===== config.mk =====
export PLATFORM = sky130hd
export DESIGN_NAME = div_sched
export DESIGN_NICKNAME = d
export VERILOG_FILES = /design/src/rtl/div_sched.sv
export SDC_FILE = /design/constraint.sdc
export NUM_CORES = 1
export LEC_CHECK = 0
export BUFFER_PORTS_ARGS = -buffer_cell sky130_fd_sc_hd__buf_2
export CAP_MARGIN = 20
export CELL_PAD_IN_SITES_DETAIL_PLACEMENT = 2
export CELL_PAD_IN_SITES_GLOBAL_PLACEMENT = 2
export CORE_MARGIN = 2
export CORE_UTILIZATION = 30
export CTS_CLUSTER_DIAMETER = 60
export DETAILED_ROUTE_END_ITERATION = 10
export HOLD_SLACK_MARGIN = 0.02
export PLACE_DENSITY = 0.92
export SYNTH_ARGS = -nofsm -noshare
export SYNTH_HDL_FRONTEND = slang
export SYNTH_SLANG_ARGS = --single-unit

===== constraint.sdc =====
create_clock -name clk -period 2.8 [get_ports clk]
set_input_delay 0.56 -clock clk [delete_from_list [all_inputs] [get_ports clk]]
set_output_delay 0.56 -clock clk [all_outputs]
set_load 0.02 [all_outputs]

===== src/rtl/div_sched.sv =====
// Two-requester front end for a shared divider. It arbitrates round-robin, launches
// one job at a time, short-circuits zero operands, times out a silent divider and returns tagged results.
module div_sched #(
  parameter int TIMEOUT = 15,
  parameter int W       = 5
) (
  input  logic         clk,
  input  logic         res,
  input  logic [1:0]   req,
  input  logic [W-1:0] a0,
  input  logic [W-1:0] b0,
  input  logic [W-1:0] a1,
  input  logic [W-1:0] b1,
  output logic [1:0]   gnt,
  output logic         div_load,
  output logic [W-1:0] div_a,
  output logic [W-1:0] div_b,
  input  logic         div_done,
  input  logic [W-1:0] div_q,
  input  logic [W-1:0] div_r,
  input  logic         div_err,
  output logic         rsp_vld,
  output logic         rsp_id,
  output logic [W-1:0] rsp_q,
  output logic [W-1:0] rsp_r,
  output logic         rsp_err,
  output logic [1:0]   dbg_state
);

  // Handshake: requester i holds req[i] until it sees gnt[i]. gnt is decoded in IDLE
  // in the same cycle that the operands are captured. rsp_vld is a one-cycle pulse with no backpressure.

  localparam int CW = $clog2(TIMEOUT + 1);

  typedef enum logic [1:0] {IDLE = 2'd0, LOAD = 2'd1, WAIT = 2'd2, RESP = 2'd3} state_t;

  state_t        state;
  logic [CW-1:0] cnt;
  logic          last;
  logic          cur_id;
  logic          pick;
  logic [W-1:0]  sel_a;
  logic [W-1:0]  sel_b;

  // On contention the requester that was not served last goes next.
  always_comb begin
    pick = 1'b0;
    if (req == 2'b11) pick = ~last;
    else if (req[1])  pick = 1'b1;
    sel_a = pick ? a1 : a0;
    sel_b = pick ? b1 : b0;
    gnt   = 2'b00;
    if (state == IDLE && req != 2'b00 && !res) gnt = pick ? 2'b10 : 2'b01;
  end

  assign dbg_state = state;

  always_ff @(posedge clk or posedge res) begin
    if (res) begin
      state    <= IDLE;
      cnt      <= '0;
      last     <= 1'b1;
      cur_id   <= 1'b0;
      div_load <= 1'b0;
      div_a    <= '0;
      div_b    <= '0;
      rsp_vld  <= 1'b0;
      rsp_id   <= 1'b0;
      rsp_q    <= '0;
      rsp_r    <= '0;
      rsp_err  <= 1'b0;
    end else begin
      div_load <= 1'b0;
      rsp_vld  <= 1'b0;
      case (state)
        IDLE: begin
          if (req != 2'b00) begin
            cur_id <= pick;
            div_a  <= sel_a;
            div_b  <= sel_b;
            if (sel_a == '0 || sel_b == '0) begin
              state   <= RESP;
              rsp_vld <= 1'b1;
              rsp_id  <= pick;
              rsp_q   <= '0;
              rsp_r   <= '0;
              rsp_err <= 1'b1;
            end else begin
              state    <= LOAD;
              div_load <= 1'b1;
            end
          end
        end
        LOAD: begin
          cnt   <= '0;
          state <= WAIT;
        end
        WAIT: begin
          // A result arriving in the final wait cycle beats the timeout.
          if (div_done) begin
            state   <= RESP;
            rsp_vld <= 1'b1;
            rsp_id  <= cur_id;
            rsp_q   <= div_q;
            rsp_r   <= div_r;
            rsp_err <= div_err;
          end else if (cnt == CW'(TIMEOUT - 1)) begin
            state   <= RESP;
            rsp_vld <= 1'b1;
            rsp_id  <= cur_id;
            rsp_q   <= '0;
            rsp_r   <= '0;
            rsp_err <= 1'b1;
          end else begin
            cnt <= cnt + 1'b1;
          end
        end
        RESP: begin
          last  <= cur_id;
          state <= IDLE;
        end
        default: state <= IDLE;
      endcase
    end
  end

endmodule


# Word-level counts from Yosys, hierarchy flattened
# Index checks and enable logic that the tools add are counted.
# word_totals
reg_bits	32
latchBits	0
ramBits	0
mem_bits_ro	0
in_bits	36
out_inout_bits	28
wordCells	77
memories	0
# op_classes
n_addsub	1
mul	0
div	0
magnitude_cmp	0
eq_ne	10
shifts	0
mux	39
bitwise_logic	1
reduce_logical	14
# ops
cell	count
5-bit 2-to-1 mux	7
5-bit case mux with 2 select lines	2
1-bit 2-to-1 mux	17
2-bit 2-to-1 mux	6
5-bit zero test	2
4-bit 2-to-1 mux	2
2-bit case mux with 4 select lines	1
4-bit case mux with 2 select lines	1
2-bit equality test (second input constant)	3
1-bit case mux with 2 select lines	3
2-bit nonzero test	3
4-bit by 1-bit adder with 4-bit output (second input constant)	1
4-bit equality test (second input constant)	1
2-bit by 1-bit inequality test with 1-bit output (second input constant)	2
2-bit inequality test (second input constant)	2
2-bit AND reduction	2
4-bit AND reduction	1
3-bit inequality test (second input constant)	1
3-bit AND reduction	1
2-bit by 1-bit equality test with 1-bit output (second input constant)	1
1-bit logical AND	2
2-bit zero test	1
1-bit zero test	1
1-bit logical OR	1
1-bit NOT	1

# Logic depth before layout (Yosys ltp)
# Gate-level depths: netlist of run 1.
# logic_depth
depth_word	8
mapped_depth	8
depth_no_buf	7

# Worst setup path before layout of run 1
# Ideal clock, no wire load.
# synth_path
kind	register to output
start	reg state[0] (netlist: dbg_state[0])
end	out gnt[0]
arrival_ps	1672
t_required_ps	2240
slack_ps	568
path_stages_with_launch	6
path_buffers	1
cell_sequence	dfrtp_1 inv_1 ha_1 o21ai_1 clkbuf_1 nor3_1
# synth_via
elab_chain_cells	4
# synth_rtl
element	line_no	rtl
start, declared	37	state_t state;
start signal, assigned	60	state <= IDLE;
start signal, assigned	82	state <= RESP;
start signal, assigned	89	state <= LOAD;
2-bit zero test	53	if (state == IDLE && req != 2'b00 && !res) gnt = pick ? 2'b10 : 2'b01;
1-bit logical AND (2 in series)	53	
2-bit 2-to-1 mux	53	
end, declared	14	output logic [1:0] gnt,
# Every way passes these cells.

# Worst setup path after layout of run 1
# Same ends and word-level chain as after synthesis.

==> impl_metrics.yaml, run 1 <==
synthesis:
  ys_seq_area_frac: 0.506
  synthMuxAreaShare: 0.0962
  synth_area_leaders: "dfrtp_1, mux2i_1, a22o_1, ha_1, nand2_1"
  ys_ff_latch: 32
  synthXorXnorAreaFrac: 0.00552
  synthSimpleGateAreaFrac: 0.125
  synth_top_family_by_area: "compound AO/OA/AOI/OAI gates"
  synth-compound-area-share: 0.171
  synth.largest_area_cell: "dfrtp_1"
  synthesis.nets: 194
  ys_types: 32
  post_synth_instance_area_um2: 1590
  syn_inst: 151
  syn_area_per_cell_um2: 10.5
  synthAdderAreaFrac: 0.0552
  netlist.area_leader.share: 0.489
  yosys_warnings: 0
global_route:
  grt_pass1_vias: 1633
  grt_usage: 0.185
  grt_max_degree: 33
  grt_pass1_wl_um: 8300
  antenna_found_initial: 0
  grt_remaining_overflow: 0
cells_and_area:
  syn_to_final_growth_pct: 34.4
  regArea_um2: 802
  drive_gt1_frac: 0.378
  postLayoutCellArea_um2: 2130
  layout.nets: 264
  nFillCells: 577
  multi_input_area_um2: 722
  postLayoutCoreUtil: 0.417
  insertedDiodeCount: 0
critical_path:
  crit_family: "buffers and inverters"
  cp_slowest_stage_delay_ns: 0.43
  path_cells: "inv_1 -> ha_1 -> o21ai_1 -> buf_4 -> nor3_1 -> buf_2"
  slowest_stage: "dfrtp_1"
  cp_max_fo: 24
  reg2regPathDepth: 8
  required_ns: 2.24
  r2r_slack_ns: 0.59
  critical_path_buf_inv_count: 3
  reg2reg_from: "cnt[0]"
  arrival_ns: 1.91
  worstSetupPathType: "reg2out"
  start_kind: "flip-flop"
  end_kind: "output port"
  timing.rr.end: "rsp_r[1]"
cts:
  cts_resized: 0
  path_clk_slew_ns: 0.07
  cts_root_buf: "clkbuf_8"
  cts_tree: "done"
  cts_max_level: 2
  clock_path_buffers: 2
  cts_setup_buffers: 0
  clock_sinks: 32
  cts_hold_buf: 0
  numCtsBuffers: 5
  clk_latency_ns: 0.29
timing:
  period_share: 0.884
  finalSetupViolations: 0
  worstMarginPinSlew_ns: 0.453
  whs_ns: 0.399
  finalMaxSlewViolations: 0
  grt_setup_unrepaired: "no"
  slew_headroom: 0.696
  tns_ns: 0
  max_clock_freq_mhz: 404
  hold_viol_final: 0
  min_period_ns: 2.47
  skew_ns: 0.00649
routing:
  ant_nets: 0
  vias_per_cell: 5.07
  routed_wl_um: 5220
  firstDrtPassIters: 3
  num_vias: 1480
  drc_errors: 0
  wire_per_inst_um: 17.9
  drt-initial-drc-count: 51
die:
  dieWidth_um: 76.7
  die_h_um: 76.7
  die-area_um2: 5890
  rows: 26
  core_um2: 5110
  ioPinCount: 64
  initial_core_util: 0.311
place:
  gp_congestion: 0.798
  io_buffers: 63
  dp_hpwl_um: 3900
  placed_area_um2: 2000
job:
  drv_cap: 0
outcome:
  outcome: "finished, final reports clean"
pwr:
  p_leak_nw: 1.10
  p_per_area_nw_per_um2: 1110
  vdd_drop_max_v: 0.000481
worst_hold_path:
  hold_class: "in2async"
-- layout make-up --
cell class,count,share of cell area
clock buffers,7,0.0452
clock inverters,1,0.0141
inverters,7,0.0123
multi-input cells,105,0.339
flip-flops and latches,32,0.376
well taps,70,0.0411
repair buffers,70,0.173
-- cells in the mapped netlist --
library cell  count
a21boi_0          1
a21oi_1           3
a22o_1           12
a22oi_1           1
a31o_2            1
a31oi_1           2
and3_1            2
and4_1            1
buf_2             2
buf_4             1
buf_6             1
clkbuf_1          3
dfrtp_1          31
dfstp_2           1
ha_1              7
inv_1             7
mux2_2            2
mux2i_1          13
nand2_1          23
nand2b_1          2
nand3_1           1
nand4_1           1
nor2_1            5
nor3_1            2
nor3b_1           1
o21ai_0          15
o21ai_1           1
o22ai_1           2
o22ai_2           1
o32a_1            1
or4_1             4
xnor2_1           1
-- where the power goes --
part / switching, mW / total, mW / internal [mW]
logic: 0.657 / 1.07 / 0.408
clock network: 0.170 / 0.484 / 0.314
registers: 0.144 / 0.814 / 0.670
total: 0.971 / 2.36 / 1.39
-- per-stage QoR --
stage / setup slack, ns / power (mW) / instances
floorplan: 0.568 / 1.48 / 151
global placement: 0.315 / 1.81 / 283
detailed placement: 0.115 / 1.88 / 283
CTS: 0.130 / 2.39 / 291
global route: 0.152 / 2.54 / 292
finish: 0.325 / 2.36 / 292
-- registers in the layout (all words and copies together), names as in the netlist, 2 cells and up --
signal     flops
rsp_q          5
cnt            4
div_b          5
div_a          5
rsp_r          5
dbg_state      2
-- cell usage in the layout, fill, tap and decap left out, types with 6 or more instances in the layout --
cell type / count
buf_2: 63
dfrtp_1: 31
nand2_1: 23
o21ai_0: 15
mux2i_1: 13
a22o_1: 12
inv_1: 7
ha_1: 7
clkbuf_8: 7
buf_4: 6
-- worst min-delay path, delay by kind of cell --
kind / cells / cell delay [ns]
buf+inv: 3 / 0.55
-- worst max path at each step --
stage,from,endpoint,slack (ns),cells past startpoint
after floorplan,dbg_state[0],gnt[0],0.57,5
final,dbg_state[0],gnt[0],0.33,6
after global placement,req[1],rsp_err,0.31,6
after CTS,dbg_state[0],rsp_err,0.13,7
after detailed placement,dbg_state[0],rsp_err,0.12,7
after global routing,dbg_state[1],gnt[0],0.15,6
-- cells by family after synthesis --
group,count (synthesis)
compound gates,40
xor+xnor,1
fa+ha+maj,7
buf+inv,14
flops,32
mux,15
simple gates,42
-- metal layers --
metal / vias up / wire length (um) / track usage / part of all wire
li1: 684 / - / - / -
met5: - / 0 / 0 / 0
met3: 13 / 253 / 0.0576 / 0.048
met4: 0 / 172 / 0.0782 / 0.033
met2: 45 / 2670 / 0.321 / 0.51
met1: 738 / 2130 / 0.210 / 0.41
Note: power is estimated with default switching activity, not from simulation.
==> run 2, diff against run 1 <==
--- a/config.mk
+++ b/config.mk
@@ -15,6 +15,7 @@
 export DETAILED_ROUTE_END_ITERATION = 10
 export HOLD_SLACK_MARGIN = 0.02
 export PLACE_DENSITY = 0.92
+export REMOVE_ABC_BUFFERS = 1
 export SYNTH_ARGS = -nofsm -noshare
 export SYNTH_HDL_FRONTEND = slang
 export SYNTH_SLANG_ARGS = --single-unit
==> constraint.sdc (replaced) <==
create_clock -name clk -period 2.8 [get_ports clk]
set_input_delay 0.56 -clock clk [delete_from_list [all_inputs] [get_ports clk]]
set_output_delay 0.56 -clock clk [all_outputs]
set_load 0.01 [all_outputs]
==> run 2 against run 1 <==
- utilization fell by 0.20 points
- routed wire length fell by 3.4%
- first-iteration DRC count rose by 18%
- sequential share of layout area rose by 0.18 points
- setup slack improved by 0.012 ns
==> impl_metrics.yaml, run 2 (synthesis results as in run 1) <==
pwr:
  p_int_mw: 1.34
  p_leak_nw: 1.09
  switching_power_mw: 0.843
  vdd_drop_max_v: 0.000332
  pwr-share-clk: 0.205
  seqPwrFrac: 0.368
  p_per_area_nw_per_um2: 1030
  p_sw_frac: 0.386
  power_mw: 2.18
  p_comb_frac: 0.427
die:
  core_um2: 5110
  rows: 26
  dieWidth_um: 76.7
  initial_core_util: 0.311
  die-area_um2: 5890
  die_h_um: 76.7
  ioPinCount: 64
timing:
  slew_headroom: 0.725
  finalMaxSlewViolations: 0
  skew_ns: 0.00406
  min_period_ns: 2.46
  hold_viol_final: 0
  max_clock_freq_mhz: 406
  setup_slack_ns: 0.337
  finalSetupViolations: 0
  grt_setup_unrepaired: "no"
  worstMarginPinSlew_ns: 0.412
  period_share: 0.880
routing:
  wire_per_inst_um: 17.2
  drt-initial-drc-count: 60
  num_vias: 1467
  drc_errors: 0
  firstDrtPassIters: 4
  routed_wl_um: 5050
  vias_per_cell: 5.01
  ant_nets: 0
cells_and_area:
  nFillCells: 586
  most-common-layout-cells: "buf_2, dfrtp_1, nand2_1"
  drive_gt1_frac: 0.381
  insertedDiodeCount: 0
  mostFrequentLayoutCell: "buf_2"
  fin_cells: 293
  postLayoutCoreUtil: 0.415
  syn_to_final_growth_pct: 33.8
  layout.nets: 265
cts:
  cts_resized: 0
  numCtsBuffers: 5
  clock_path_buffers: 2
  cts_hold_buf: 0
  path_clk_slew_ns: 0.07
  cts_root_buf: "clkbuf_8"
  clock_sinks: 32
  cts_max_level: 2
  clk_latency_ns: 0.29
  cts_tree: "done"
  cts_setup_buffers: 0
critical_path:
  arrival_ns: 1.90
  slowest_stage: "dfrtp_1"
  required_ns: 2.24
  path_cells: "inv_1 -> ha_1 -> o21ai_1 -> buf_4 -> nor3_1 -> buf_2"
  worstSetupPathType: "reg2out"
  cp_max_fo: 24
  crit_family: "buffers and inverters"
  critical_path_buf_inv_count: 3
  cp_slowest_stage_delay_ns: 0.43
  end_kind: "output port"
  start_kind: "flip-flop"
global_route:
  grt_pass1_vias: 1597
  grt_max_degree: 33
  grt_usage: 0.182
  antenna_found_initial: 0
  grt_remaining_overflow: 0
  grt_pass1_wl_um: 8350
place:
  dp_hpwl_um: 3800
  place_ws_ns: 0.268
  dp_cells: 284
  io_buffers: 63
  gp_congestion: 0.829
job:
  drv_cap: 0
outcome:
  outcome: "finished, final reports clean"
worst_hold_path:
  hold_class: "in2async"
==> run 2: per-stage QoR <==
step	instance area [um^2]	hold WS, ns	setup TNS, ns
after floorplan	1550	0.504	-7.04
after global placement	2010	0.461	0
after detailed placement	2010	0.474	0
after CTS	2120	0.433	0
after global routing	2120	0.467	0
final	2120	0.422	0
==> run 2: layer usage <==
layer / global-route usage / share of wire / vias up
met5: 0 / 0 / -
met2: 0.332 / 0.54 / 41
met3: 0.0541 / 0.050 / 6
li1: - / - / 681
met4: 0.0436 / 0.010 / 0
met1: 0.206 / 0.40 / 739
==> run 2: layout make-up <==
type | instances | area (um^2) | area share
flip-flops and latches | 32 | 802 | 0.378
well taps | 70 | 87.6 | 0.0413
multi-input cells | 105 | 722 | 0.340
clock inverters | 3 | 42.5 | 0.0200
repair buffers | 71 | 373 | 0.176
clock buffers | 5 | 68.8 | 0.0324
inverters | 7 | 26.3 | 0.0124
==> run 2: power groups by stage <==
| stage | logic, mW | registers, mW | clock network (mW) |
|---|---|---|---|
| 6_report | 0.933 | 0.805 | 0.447 |
| 3_3_place_gp | 0.869 | 0.802 | 0 |
| 3_5_place_dp | 0.931 | 0.813 | 0 |
| 5_1_grt | 1.04 | 0.839 | 0.476 |
| 2_1_floorplan | 0.455 | 0.872 | 0 |
| 4_1_cts | 0.947 | 0.809 | 0.459 |
==> run 2: path summary, 6_finish.rpt <==
kind	from	endpoint	slack (ns)	cells after the start
worst min-delay path	res	div_b[0]	0.42	3
worst min register to register	div_a[4]	div_a[4]	0.48	2
max in group asynchronous	res	last	2.06	3
worst max register to register	dbg_state[0]	rsp_r[3]	0.66	8
min in group clk	div_r[4]	rsp_r[4]	0.48	2
worst max-delay path	dbg_state[1]	gnt[0]	0.34	6
==> run 2: worst reg2reg max path, delay by kind of cell (launching register included) <==
| kind | cells | cell delay, ns |
|---|---|---|
| buf+inv | 2 | 0.39 |
| fa+ha+maj | 1 | 0.32 |
| simple gates | 3 | 0.59 |
| flops | 1 | 0.42 |
| compound gates | 2 | 0.36 |
